$ cat src/rtl/layer_error_monitor_if.sv
// Stream bundle between the forward-pass / dataset producers and the
// layer error monitor. The master side drives tokens, words and targets
// and consumes the epoch-error result. The slave side is the monitor.
interface layer_error_monitor_if #(
   parameter int NEURON_NUM          = 4,
   parameter int NEURON_OUTPUT_WIDTH = 12,
   parameter int ACTIVATION_WIDTH    = 9,
   parameter int LAYER_ADDR_WIDTH    = 2,
   parameter int DATASET_ADDR_WIDTH  = 10,
   parameter int ACC_WIDTH           = 32
) ();

   logic [LAYER_ADDR_WIDTH-1:0]                layer;
   logic                                       layer_valid;
   logic                                       layer_ready;

   logic [NEURON_NUM*NEURON_OUTPUT_WIDTH-1:0]  outputs;
   logic                                       outputs_valid;
   logic                                       outputs_ready;

   logic [NEURON_NUM*ACTIVATION_WIDTH-1:0]     targets;
   logic                                       targets_valid;
   logic                                       targets_ready;

   logic [ACC_WIDTH-1:0]                       epoch_error;
   logic                                       epoch_error_valid;
   logic                                       epoch_error_ready;

   logic                                       saturated;
   logic [DATASET_ADDR_WIDTH-1:0]              sample_count;
   logic                                       busy;

   modport master (
      output layer, layer_valid,
      input  layer_ready,
      output outputs, outputs_valid,
      input  outputs_ready,
      output targets, targets_valid,
      input  targets_ready,
      input  epoch_error, epoch_error_valid,
      output epoch_error_ready,
      input  saturated, sample_count, busy
   );

   modport slave (
      input  layer, layer_valid,
      output layer_ready,
      input  outputs, outputs_valid,
      output outputs_ready,
      input  targets, targets_valid,
      output targets_ready,
      output epoch_error, epoch_error_valid,
      input  epoch_error_ready,
      output saturated, sample_count, busy
   );

endinterface

$ cat src/rtl/layer_error_monitor.sv
// Layer error monitor: consumes one forward output word per layer token,
// drops hidden-layer words, and for the top layer accumulates the summed
// absolute error against the sample target (one neuron per cycle). After
// MAX_SAMPLES top-layer samples the clamped epoch sum is emitted.
//
//   state | meaning
//   ------+------------------------------------------------------------
//   IDLE  | waiting for a layer token (layer_ready=1)
//   DROP  | hidden layer: swallow one outputs word, targets untouched
//   LOAD  | top layer: wait for outputs and targets, consume both at once
//   ACC   | add |out[i]-tgt[i]| for i = 0..NEURON_NUM-1, one per cycle
//   EMIT  | epoch result valid, all input readies low until accepted
module layer_error_monitor #(
   parameter int NEURON_NUM          = 4,
   parameter int NEURON_OUTPUT_WIDTH = 12,
   parameter int ACTIVATION_WIDTH    = 9,
   parameter int LAYER_ADDR_WIDTH    = 2,
   parameter int LAYER_MAX           = 2,
   parameter int DATASET_ADDR_WIDTH  = 10,
   parameter int MAX_SAMPLES         = 1000,
   parameter int ACC_WIDTH           = 32
) (
   input logic                  clk,
   input logic                  rst,
   layer_error_monitor_if.slave mon
);

   localparam int OUT_W  = NEURON_NUM * NEURON_OUTPUT_WIDTH;
   localparam int TGT_W  = NEURON_NUM * ACTIVATION_WIDTH;
   // One extra bit holds out - tgt for every operand combination.
   localparam int DIFF_W = NEURON_OUTPUT_WIDTH + 1;
   localparam int IDX_W  = (NEURON_NUM > 1) ? $clog2(NEURON_NUM) : 1;

   typedef enum logic [2:0] {
      ST_IDLE,
      ST_DROP,
      ST_LOAD,
      ST_ACC,
      ST_EMIT
   } state_t;

   state_t                          state_q;
   logic [OUT_W-1:0]                out_q;
   logic [TGT_W-1:0]                tgt_q;
   logic [IDX_W-1:0]                idx_q;
   logic [ACC_WIDTH-1:0]            acc_q;
   logic                            sat_q;
   logic [DATASET_ADDR_WIDTH-1:0]   cnt_q;
   logic [ACC_WIDTH-1:0]            err_q;
   logic                            err_valid_q;
   logic                            sat_out_q;

   logic                            join_ok;
   logic                            last_neuron;
   logic signed [NEURON_OUTPUT_WIDTH-1:0] out_sl;
   logic signed [ACTIVATION_WIDTH-1:0]    tgt_sl;
   logic signed [DIFF_W-1:0]        diff;
   logic [DIFF_W-1:0]               abs_diff;
   logic [ACC_WIDTH:0]              sum_wide;
   logic [ACC_WIDTH-1:0]            acc_d;
   logic                            sat_d;
   logic [DATASET_ADDR_WIDTH-1:0]   cnt_d;

   // Both top-layer words must be present before either is taken.
   assign join_ok = mon.outputs_valid && mon.targets_valid;

   assign mon.layer_ready       = (state_q == ST_IDLE);
   assign mon.outputs_ready     = (state_q == ST_DROP) ||
                                  ((state_q == ST_LOAD) && join_ok);
   assign mon.targets_ready     = (state_q == ST_LOAD) && join_ok;
   assign mon.epoch_error       = err_q;
   assign mon.epoch_error_valid = err_valid_q;
   assign mon.saturated         = sat_out_q;
   assign mon.sample_count      = cnt_q;
   assign mon.busy              = (state_q != ST_IDLE);

   assign last_neuron = (idx_q == IDX_W'(NEURON_NUM - 1));
   assign cnt_d       = cnt_q + 1'b1;

   // Per-neuron absolute difference and clamped accumulator update.
   always_comb begin
      out_sl   = out_q[int'(idx_q) * NEURON_OUTPUT_WIDTH +: NEURON_OUTPUT_WIDTH];
      tgt_sl   = tgt_q[int'(idx_q) * ACTIVATION_WIDTH +: ACTIVATION_WIDTH];
      diff     = $signed({out_sl[NEURON_OUTPUT_WIDTH-1], out_sl})
               - $signed({{(DIFF_W - ACTIVATION_WIDTH){tgt_sl[ACTIVATION_WIDTH-1]}}, tgt_sl});
      abs_diff = diff[DIFF_W-1] ? $unsigned(-diff) : $unsigned(diff);
      sum_wide = {1'b0, acc_q} + (ACC_WIDTH + 1)'(abs_diff);
      acc_d    = sum_wide[ACC_WIDTH-1:0];
      sat_d    = sat_q;
      if (sum_wide[ACC_WIDTH]) begin
         acc_d = '1;
         sat_d = 1'b1;
      end
   end

   // Sequencing FSM with registered epoch result and counters.
   always_ff @(posedge clk) begin
      if (rst) begin
         state_q     <= ST_IDLE;
         out_q       <= '0;
         tgt_q       <= '0;
         idx_q       <= '0;
         acc_q       <= '0;
         sat_q       <= 1'b0;
         cnt_q       <= '0;
         err_q       <= '0;
         err_valid_q <= 1'b0;
         sat_out_q   <= 1'b0;
      end else begin
         case (state_q)
            ST_IDLE: begin
               if (mon.layer_valid) begin
                  if (mon.layer == LAYER_ADDR_WIDTH'(LAYER_MAX)) begin
                     state_q <= ST_LOAD;
                  end else begin
                     state_q <= ST_DROP;
                  end
               end
            end
            ST_DROP: begin
               if (mon.outputs_valid) begin
                  state_q <= ST_IDLE;
               end
            end
            ST_LOAD: begin
               if (join_ok) begin
                  out_q   <= mon.outputs;
                  tgt_q   <= mon.targets;
                  idx_q   <= '0;
                  state_q <= ST_ACC;
               end
            end
            ST_ACC: begin
               acc_q <= acc_d;
               sat_q <= sat_d;
               if (last_neuron) begin
                  cnt_q <= cnt_d;
                  if (cnt_d == DATASET_ADDR_WIDTH'(MAX_SAMPLES)) begin
                     err_q       <= acc_d;
                     sat_out_q   <= sat_d;
                     err_valid_q <= 1'b1;
                     state_q     <= ST_EMIT;
                  end else begin
                     state_q <= ST_IDLE;
                  end
               end else begin
                  idx_q <= idx_q + 1'b1;
               end
            end
            ST_EMIT: begin
               if (mon.epoch_error_ready) begin
                  acc_q       <= '0;
                  sat_q       <= 1'b0;
                  cnt_q       <= '0;
                  err_valid_q <= 1'b0;
                  state_q     <= ST_IDLE;
               end
            end
            default: begin
               state_q <= ST_IDLE;
            end
         endcase
      end
   end

endmodule

$ cat src/flat_wrapper.sv
// flat-port wrapper written by rule: the top's interface ports become plain ports
module layer_error_monitor_flat 
#(
   parameter int NEURON_NUM          = 4,
   parameter int NEURON_OUTPUT_WIDTH = 12,
   parameter int ACTIVATION_WIDTH    = 9,
   parameter int LAYER_ADDR_WIDTH    = 2,
   parameter int LAYER_MAX           = 2,
   parameter int DATASET_ADDR_WIDTH  = 10,
   parameter int MAX_SAMPLES         = 1000,
   parameter int ACC_WIDTH           = 32
)
  (clk, rst, mon_layer, mon_layer_valid, mon_layer_ready, mon_outputs, mon_outputs_valid, mon_outputs_ready, mon_targets, mon_targets_valid, mon_targets_ready, mon_epoch_error, mon_epoch_error_valid, mon_epoch_error_ready, mon_saturated, mon_sample_count, mon_busy);
  layer_error_monitor_if #(.NEURON_NUM(NEURON_NUM), .NEURON_OUTPUT_WIDTH(NEURON_OUTPUT_WIDTH), .ACTIVATION_WIDTH(ACTIVATION_WIDTH), .LAYER_ADDR_WIDTH(LAYER_ADDR_WIDTH), .DATASET_ADDR_WIDTH(DATASET_ADDR_WIDTH), .ACC_WIDTH(ACC_WIDTH)) mon_i ();
  input logic clk;
  input logic rst;
  input wire logic [$bits(mon_i.layer)-1:0] mon_layer;
  input wire logic [$bits(mon_i.layer_valid)-1:0] mon_layer_valid;
  output wire logic [$bits(mon_i.layer_ready)-1:0] mon_layer_ready;
  input wire logic [$bits(mon_i.outputs)-1:0] mon_outputs;
  input wire logic [$bits(mon_i.outputs_valid)-1:0] mon_outputs_valid;
  output wire logic [$bits(mon_i.outputs_ready)-1:0] mon_outputs_ready;
  input wire logic [$bits(mon_i.targets)-1:0] mon_targets;
  input wire logic [$bits(mon_i.targets_valid)-1:0] mon_targets_valid;
  output wire logic [$bits(mon_i.targets_ready)-1:0] mon_targets_ready;
  output wire logic [$bits(mon_i.epoch_error)-1:0] mon_epoch_error;
  output wire logic [$bits(mon_i.epoch_error_valid)-1:0] mon_epoch_error_valid;
  input wire logic [$bits(mon_i.epoch_error_ready)-1:0] mon_epoch_error_ready;
  output wire logic [$bits(mon_i.saturated)-1:0] mon_saturated;
  output wire logic [$bits(mon_i.sample_count)-1:0] mon_sample_count;
  output wire logic [$bits(mon_i.busy)-1:0] mon_busy;
  assign mon_i.layer = mon_layer;
  assign mon_i.layer_valid = mon_layer_valid;
  assign mon_layer_ready = mon_i.layer_ready;
  assign mon_i.outputs = mon_outputs;
  assign mon_i.outputs_valid = mon_outputs_valid;
  assign mon_outputs_ready = mon_i.outputs_ready;
  assign mon_i.targets = mon_targets;
  assign mon_i.targets_valid = mon_targets_valid;
  assign mon_targets_ready = mon_i.targets_ready;
  assign mon_epoch_error = mon_i.epoch_error;
  assign mon_epoch_error_valid = mon_i.epoch_error_valid;
  assign mon_i.epoch_error_ready = mon_epoch_error_ready;
  assign mon_saturated = mon_i.saturated;
  assign mon_sample_count = mon_i.sample_count;
  assign mon_busy = mon_i.busy;
  layer_error_monitor #(.NEURON_NUM(NEURON_NUM), .NEURON_OUTPUT_WIDTH(NEURON_OUTPUT_WIDTH), .ACTIVATION_WIDTH(ACTIVATION_WIDTH), .LAYER_ADDR_WIDTH(LAYER_ADDR_WIDTH), .LAYER_MAX(LAYER_MAX), .DATASET_ADDR_WIDTH(DATASET_ADDR_WIDTH), .MAX_SAMPLES(MAX_SAMPLES), .ACC_WIDTH(ACC_WIDTH)) u_core (.clk(clk), .rst(rst), .mon(mon_i));
endmodule
$ cat config.mk
export PLATFORM = sky130hd
export DESIGN_NAME = layer_error_monitor_flat
export DESIGN_NICKNAME = d
export VERILOG_FILES = /design/src/rtl/layer_error_monitor_if.sv /design/src/rtl/layer_error_monitor.sv /design/src/flat_wrapper.sv
export SDC_FILE = /design/constraint.sdc
export NUM_CORES = 1
export LEC_CHECK = 0
export CAP_MARGIN = 20
export CORE_ASPECT_RATIO = 0.5
export CORE_MARGIN = 2
export CORE_UTILIZATION = 28
export DETAILED_ROUTE_END_ITERATION = 7
export HOLD_SLACK_MARGIN = 0.02
export PLACE_DENSITY_LB_ADDON = 0.3
export SYNTH_ARGS = -nofsm -noshare
export SYNTH_HDL_FRONTEND = slang
export SYNTH_SLANG_ARGS = --single-unit
$ cat constraint.sdc
create_clock -name clk -period 9.8 [get_ports clk]
set_input_delay 1.47 -clock clk [delete_from_list [all_inputs] [get_ports clk]]
set_output_delay 1.47 -clock clk [all_outputs]
set_load 0.01 [all_outputs]
After elaboration in Yosys (flattened, before gate mapping)
Cells that the tools add are included.
Widths: inputs -> output; s select.
{"block": "word_totals", "input_bits": 92, "ff_bits": 166, "word_cells": 71, "output_inout_bits": 48}
{"block": "op_classes", "shifts": 2, "n_mul": 2, "n_addsub": 5, "eq_ne": 14, "reduce_logical": 14, "mux": 24}
{"cell": "$mux 32", "count": 2}
{"cell": "$pmux 32 s2", "count": 1}
{"cell": "$shiftx 48x7->12", "count": 1}
{"cell": "$shiftx 36x7->9", "count": 1}
{"cell": "$add 32x13->33", "count": 1}
{"cell": "$mux 10", "count": 2}
{"cell": "$pmux 10 s2", "count": 1}
{"cell": "$mux 3", "count": 6}
{"cell": "$pmux 3 s5", "count": 1}
{"cell": "$mux 13", "count": 1}
{"cell": "$neg 13->13", "count": 1}
{"cell": "$sub 12x9->13", "count": 1}
{"cell": "$add 10x1->10 const B", "count": 1}
{"cell": "$eq 10x10->1 const B", "count": 1}
{"cell": "$reduce_and 3->1", "count": 3}
{"cell": "$ne 2x2->1 const B", "count": 4}
{"cell": "$eq 3x2->1 const B", "count": 2}
{"cell": "$mul 2x4->6 const B", "count": 1}
{"cell": "$mux 2", "count": 3}
{"cell": "$ne 2x1->1 const B", "count": 3}
{"cell": "$reduce_and 5->1", "count": 1}
{"cell": "$eq 2x2->1 const B", "count": 2}
{"cell": "$mul 2x2->4 const B", "count": 1}
{"cell": "$mux 1", "count": 4}
{"cell": "12 further kinds", "count": 16}

Longest topological paths before layout
{"block": "logic_depth", "word_depth": 8, "mapped_depth": 24, "mapped_depth_nobuf": 20}

Least setup slack after synthesis
Ideal clock, no wire load.
{"block": "synth_path", "path_type": "register to register", "from": "register u_core.idx_q[0]", "to": "register u_core.acc_q[22]", "setup_slack_ns": 3.866, "arrival_ns": 5.860, "period_less_slack_ns": 5.934, "stages_incl_launch_ff": 23, "path_buffers": 2, "required_ns": 9.726, "cell_sequence": "dfxtp_1 clkbuf_1 buf_1 mux4_2 inv_1 ha_1 inv_1 fa_1 a21o_1 a21oi_1 xnor2_1 or3_1 or2_2 o41a_1 xor2_1 ha_1 a21oi_1 o21ai_0 a21oi_1 nand2_1 and3_1 a2111o_1 o21ai_0"}
{"block": "synth_between", "elab_chain_cells": 8, "elab_cells_between_ends": 10, "classes_between": "add/sub: 3; mul: 2; shift: 2; mux: 3"}
{"item": "start, declared", "line": "layer_error_monitor.sv:45", "text": "logic [IDX_W-1:0] idx_q;"}
{"item": "start signal, assigned", "line": "layer_error_monitor.sv:147", "text": "idx_q <= idx_q + 1'b1;"}
{"item": "$mul 2x4->6 or $mul 2x2->4 (tied branches)", "line": "layer_error_monitor.sv:83, layer_error_monitor.sv:82"}
{"item": "$shiftx 36x7->9 or $shiftx 48x7->12 (tied branches)", "line": "layer_error_monitor.sv:83, layer_error_monitor.sv:82"}
{"item": "$sub 12x9->13 (*)", "line": "layer_error_monitor.sv:85", "text": "- $signed({{(DIFF_W - ACTIVATION_WIDTH){tgt_sl[ACTIVATION_WIDTH-1]}}, tgt_sl});"}
{"item": "$neg 13->13", "line": "layer_error_monitor.sv:86", "text": "abs_diff = diff[DIFF_W-1] ? $unsigned(-diff) : $unsigned(diff);"}
{"item": "$mux 13 (*)", "line": "layer_error_monitor.sv:86"}
{"item": "$add 32x13->33 (*)", "line": "layer_error_monitor.sv:87", "text": "sum_wide = {1'b0, acc_q} + (ACC_WIDTH + 1)'(abs_diff);"}
{"item": "$mux 32 (*)", "line": "layer_error_monitor.sv:90", "text": "if (sum_wide[ACC_WIDTH]) begin"}
{"item": "$pmux 32 s2 (*)", "line": "layer_error_monitor.sv:110", "text": "case (state_q)"}
{"item": "end signal, assigned", "line": "layer_error_monitor.sv:103", "text": "acc_q <= '0;"}
{"item": "end signal, assigned", "line": "layer_error_monitor.sv:134", "text": "acc_q <= acc_d;"}
{"item": "end signal, assigned", "line": "layer_error_monitor.sv:152", "text": "acc_q <= '0;"}
{"item": "end, declared", "line": "layer_error_monitor.sv:46", "text": "logic [ACC_WIDTH-1:0] acc_q;"}
Every way passes the cells marked *; elsewhere a longest branch is shown, timed or not.
A chain may end at the register's enable or synchronous reset.

Final worst setup path
{"block": "layout_path", "from": "register u_core.idx_q[0]", "to": "register u_core.acc_q[25]"}
Same word-level chain as after synthesis.

==> summary.md <==
| Metric | Value |
|---|---|
| Most Used Layer, Global Route | `met2` |
| IR Drop Worst-Case VDD | `0.122 mV` |
| Critical path, cell by cell | `buf_4, mux4_2, inv_1, ha_1, inv_1, fa_1, a211oi_1, o2111ai_1, a31oi_1, nor2b_1, o22ai_1, o21ai_0, xnor2_1, ha_1, o21ai_0, nor3_1, o2111ai_1, a211oi_4, a31o_2, a21oi_1, a311oi_1` |
| Post-Syn Nets | `1190` |
| Routing usage on met1 | `0.190` |
| Worst reg2reg setup slack | `3.29 ns` |
| Highest Clock Rate | `0.154 GHz` |
| # port buffers | `139` |
| Routed wire per std cell | `15.6 um` |
| Initial cell density of the core | `0.285` |
| Period Utilization, post-route | `0.664` |
| Standard-cell rows | `45` |
| Total Nets Final | `1290` |
| Total count of hold-check failures in the final report | `0` |
| Final period demand of the worst path | `6.51 ns` |
| Buffer depth of the longest clock path | `2` |
| Buffer cell driving the clock tree root | `clkbuf_16` |
| Clk_lat worst skew | `0.44 ns` |
| Critical path origin | `u_core.idx_q[0]` |
| Relative slew slack | `0.279` |
| Multi-input logic area | `4960 um2` |
| Area taken by flip-flops and latches | `3320 um2` |
| Post-synth cell types | `67` |
| Setup repair after global routing missed its margin | `no` |
| Worst Path Max Fanout | `25` |
| Sink Count | `166` |
| Worst path slowest cell | `a211oi_4` |
| Filler cell count in the final layout | `3068` |
| Type of element launching the critical path | `flop` |
| Post-route antenna net violation count | `0` |
| Total power divided by cell area | `145 nW/um2` |
| Die X-Extent | `252 um` |
| Share of final-layout standard cells stronger than drive strength 1 | `0.0678` |
| TritonCTS clock tree | `yes` |
| Max_cap viols | `0` |
| Outcome | `finished, final reports clean` |
| Clock transition at the register clock pins on the worst setup and hold paths after CTS | `0.07 ns` |
| Proportion of synthesized chip area in sequential cells | `0.384` |
| Worst-Margin Slew | `1.08 ns` |
| Number of storage elements in the synthesis netlist | `166` |
| Quantity of gates resized following cts | `0` |
| Mean number of vias per cell | `4.98` |
| Most frequent standard cell in the layout excluding fill and tap cells | `nand2_1` |
| Fraction of synthesis flops using an asynchronous set or reset pin | `0` |
| Number of levels the H-tree was split into | `4` |
| Kind of end point of the critical path | `flop` |
| Number of antenna violations at the first check in global routing | `0` |
| Post-detailed-routing wire length | `24700 um` |
| Global-route wire length before repair | `40600 um` |
| Post-detailed-route DRC marker count | `0` |
| Syn. warnings | `0` |
| Hold path startpoint | `u_core.out_q[4]` |
| Final Max Tran Viols | `0` |
| Mean instance size in the synthesized netlist | `8.10 um2` |
| Number of buffers inserted by hold repair at cts | `0` |
| Number of enable-type register cells in the synthesized netlist | `0` |
| Drt pass-1 iters | `5` |
| Met3 track demand over resource in global routing | `0.0331` |
| TritonCTS buffer count | `17` |
| Global placer's final weighted congestion | `0.847` |
| Total power after layout | `1.60 mW` |
| Class of the worst hold path | `flop to flop` |
| Worst Path Required | `10.15 ns` |
| Crit path DAT | `6.86 ns` |
| Kind of critical path | `flop to flop` |
| HPWL after DPL | `18000 um` |
| Static Leakage | `3.66 nW` |
| Top FF cell, synth | `dfxtp_1` |
| Number of antenna cells inserted | `0` |
| Post-layout instance count excluding filler cells | `1579` |
| Boundary Pins | `140` |
| 1st-iter DRT viols | `555` |
| Biggest cell delay along the critical path | `0.89 ns` |
| Most frequent cells in the layout | `205 x nand2_1, 166 x dfxtp_1, 140 x a21oi_1` |
| Total Negative Setup Slacks | `0 ns` |
| Met2 Track Usage GR | `0.277` |
| Area of the die | `32400 um2` |
| Final-report setup violation count | `0` |
| Overall Global Routing Usage | `0.156` |
| Worst clock skew | `0.0114 ns` |
| Core area | `30300 um2` |
| Setup repair bufs after CTS | `0` |
| Post-synthesis instance area | `8640 um2` |
| Synth-to-Final Area Change | `27.5%` |
| Count of mapped cells out of synthesis | `1067` |
| Number of vias in the routed layout | `7856` |
| Maximum number of pins on one net before global-route repair | `104` |
| Die Y | `128 um` |
| Vias in the first global route | `7975` |
| Number of placed instances with taps included | `1546` |
| R2r startpoint | `u_core.idx_q[0]` |
| Overflow after GRT | `0` |
[sequential cells by signal, indices dropped and copies added, names as in the netlist]
signal	flops
u_core.mon.sample_count	10
u_core.out_q	48
u_core.acc_q	32
u_core.mon.epoch_error	32
u_core.mon.epoch_error_valid	1
u_core.sat_q	1
u_core.state_q	3
u_core.tgt_q	36
u_core.idx_q	2
u_core.mon.saturated	1
[final timing paths]
path | depth (start not counted) | to
worst max register to register | 21 | u_core.acc_q[25]
worst min-delay path | 2 | u_core.out_q[4]
worst max-delay path | 21 | u_core.acc_q[25]
worst min register to register | 2 | u_core.out_q[4]
[cell type report]
type | instances | area share
inverters | 30 | 0.0102
repair buffers | 147 | 0.133
clock inverters | 9 | 0.0149
multi-input cells | 805 | 0.450
clock buffers | 23 | 0.0443
well taps | 399 | 0.0453
flip-flops and latches | 166 | 0.302
[cells in the mapped netlist (13+ instances only)]
| library cell | count | share of area |
|---|---|---|
| a211oi_1 | 30 | 0.026 |
| a21oi_1 | 140 | 0.081 |
| clkbuf_1 | 51 | 0.022 |
| dfxtp_1 | 166 | 0.38 |
| ha_1 | 29 | 0.042 |
| inv_1 | 29 | 0.013 |
| mux4_2 | 21 | 0.055 |
| nand2_1 | 205 | 0.089 |
| nand3_1 | 33 | 0.019 |
| nor2_1 | 82 | 0.036 |
| nor3_1 | 17 | 0.0098 |
| o21ai_0 | 46 | 0.027 |
| xnor2_1 | 34 | 0.034 |
| xor2_1 | 13 | 0.013 |
[metal layers]
metal / routed length (um) / vias up / part of all wire
li1: - / 3964 / -
met3: 777 / 29 / 0.031
met2: 12300 / 114 / 0.50
met5: 0 / - / 0
met1: 11200 / 3749 / 0.45
met4: 413 / 0 / 0.017
[critical path, delay by kind of cell, from the launching register on]
kind | cells | cell delay (ns)
AO/OA/AOI/OAI | 11 | 3.39
XOR/XNOR | 1 | 0.21
adder cells (fa/ha/maj) | 3 | 0.95
buffers and inverters | 3 | 0.50
AND/OR/NAND/NOR | 2 | 0.46
multiplexers | 1 | 0.55
flip-flops | 1 | 0.31
[kinds of logic after synthesis]
kind of cell               Yosys count  synth area share
and+or+nand+nor                    406             0.209
AOI/OAI and AO/OA                  299             0.213
DFF                                166             0.384
buffers and inverters               96            0.0428
xor gates and xnor gates            47            0.0476
adders and majority gates           31            0.0466
muxes                               22            0.0560
[report_power, final]
| part | switching (mW) | internal (mW) | leakage (nW) | total (mW) |
|---|---|---|---|---|
| logic | 0.0940 | 0.0841 | 2.00 | 0.178 |
| clock network | 0.280 | 0.457 | 0.319 | 0.737 |
| registers | 0.00332 | 0.680 | 1.34 | 0.683 |
| total | 0.378 | 1.22 | 3.66 | 1.60 |
[per-stage QoR]
| stage | area, um2 | hold WS [ns] | util | setup WS [ns] |
|---|---|---|---|---|
| floorplan | 8640 | 0.432 | - | 3.87 |
| global placement | 10300 | 0.441 | 0.340 | 3.26 |
| detailed placement | 10300 | 0.444 | 0.341 | 3.09 |
| CTS | 11000 | 0.453 | 0.362 | 3.05 |
| global route | 11000 | 0.469 | 0.363 | 2.62 |
| finish | 11000 | 0.453 | 0.363 | 3.29 |
Power figures use the tool's default switching activity.
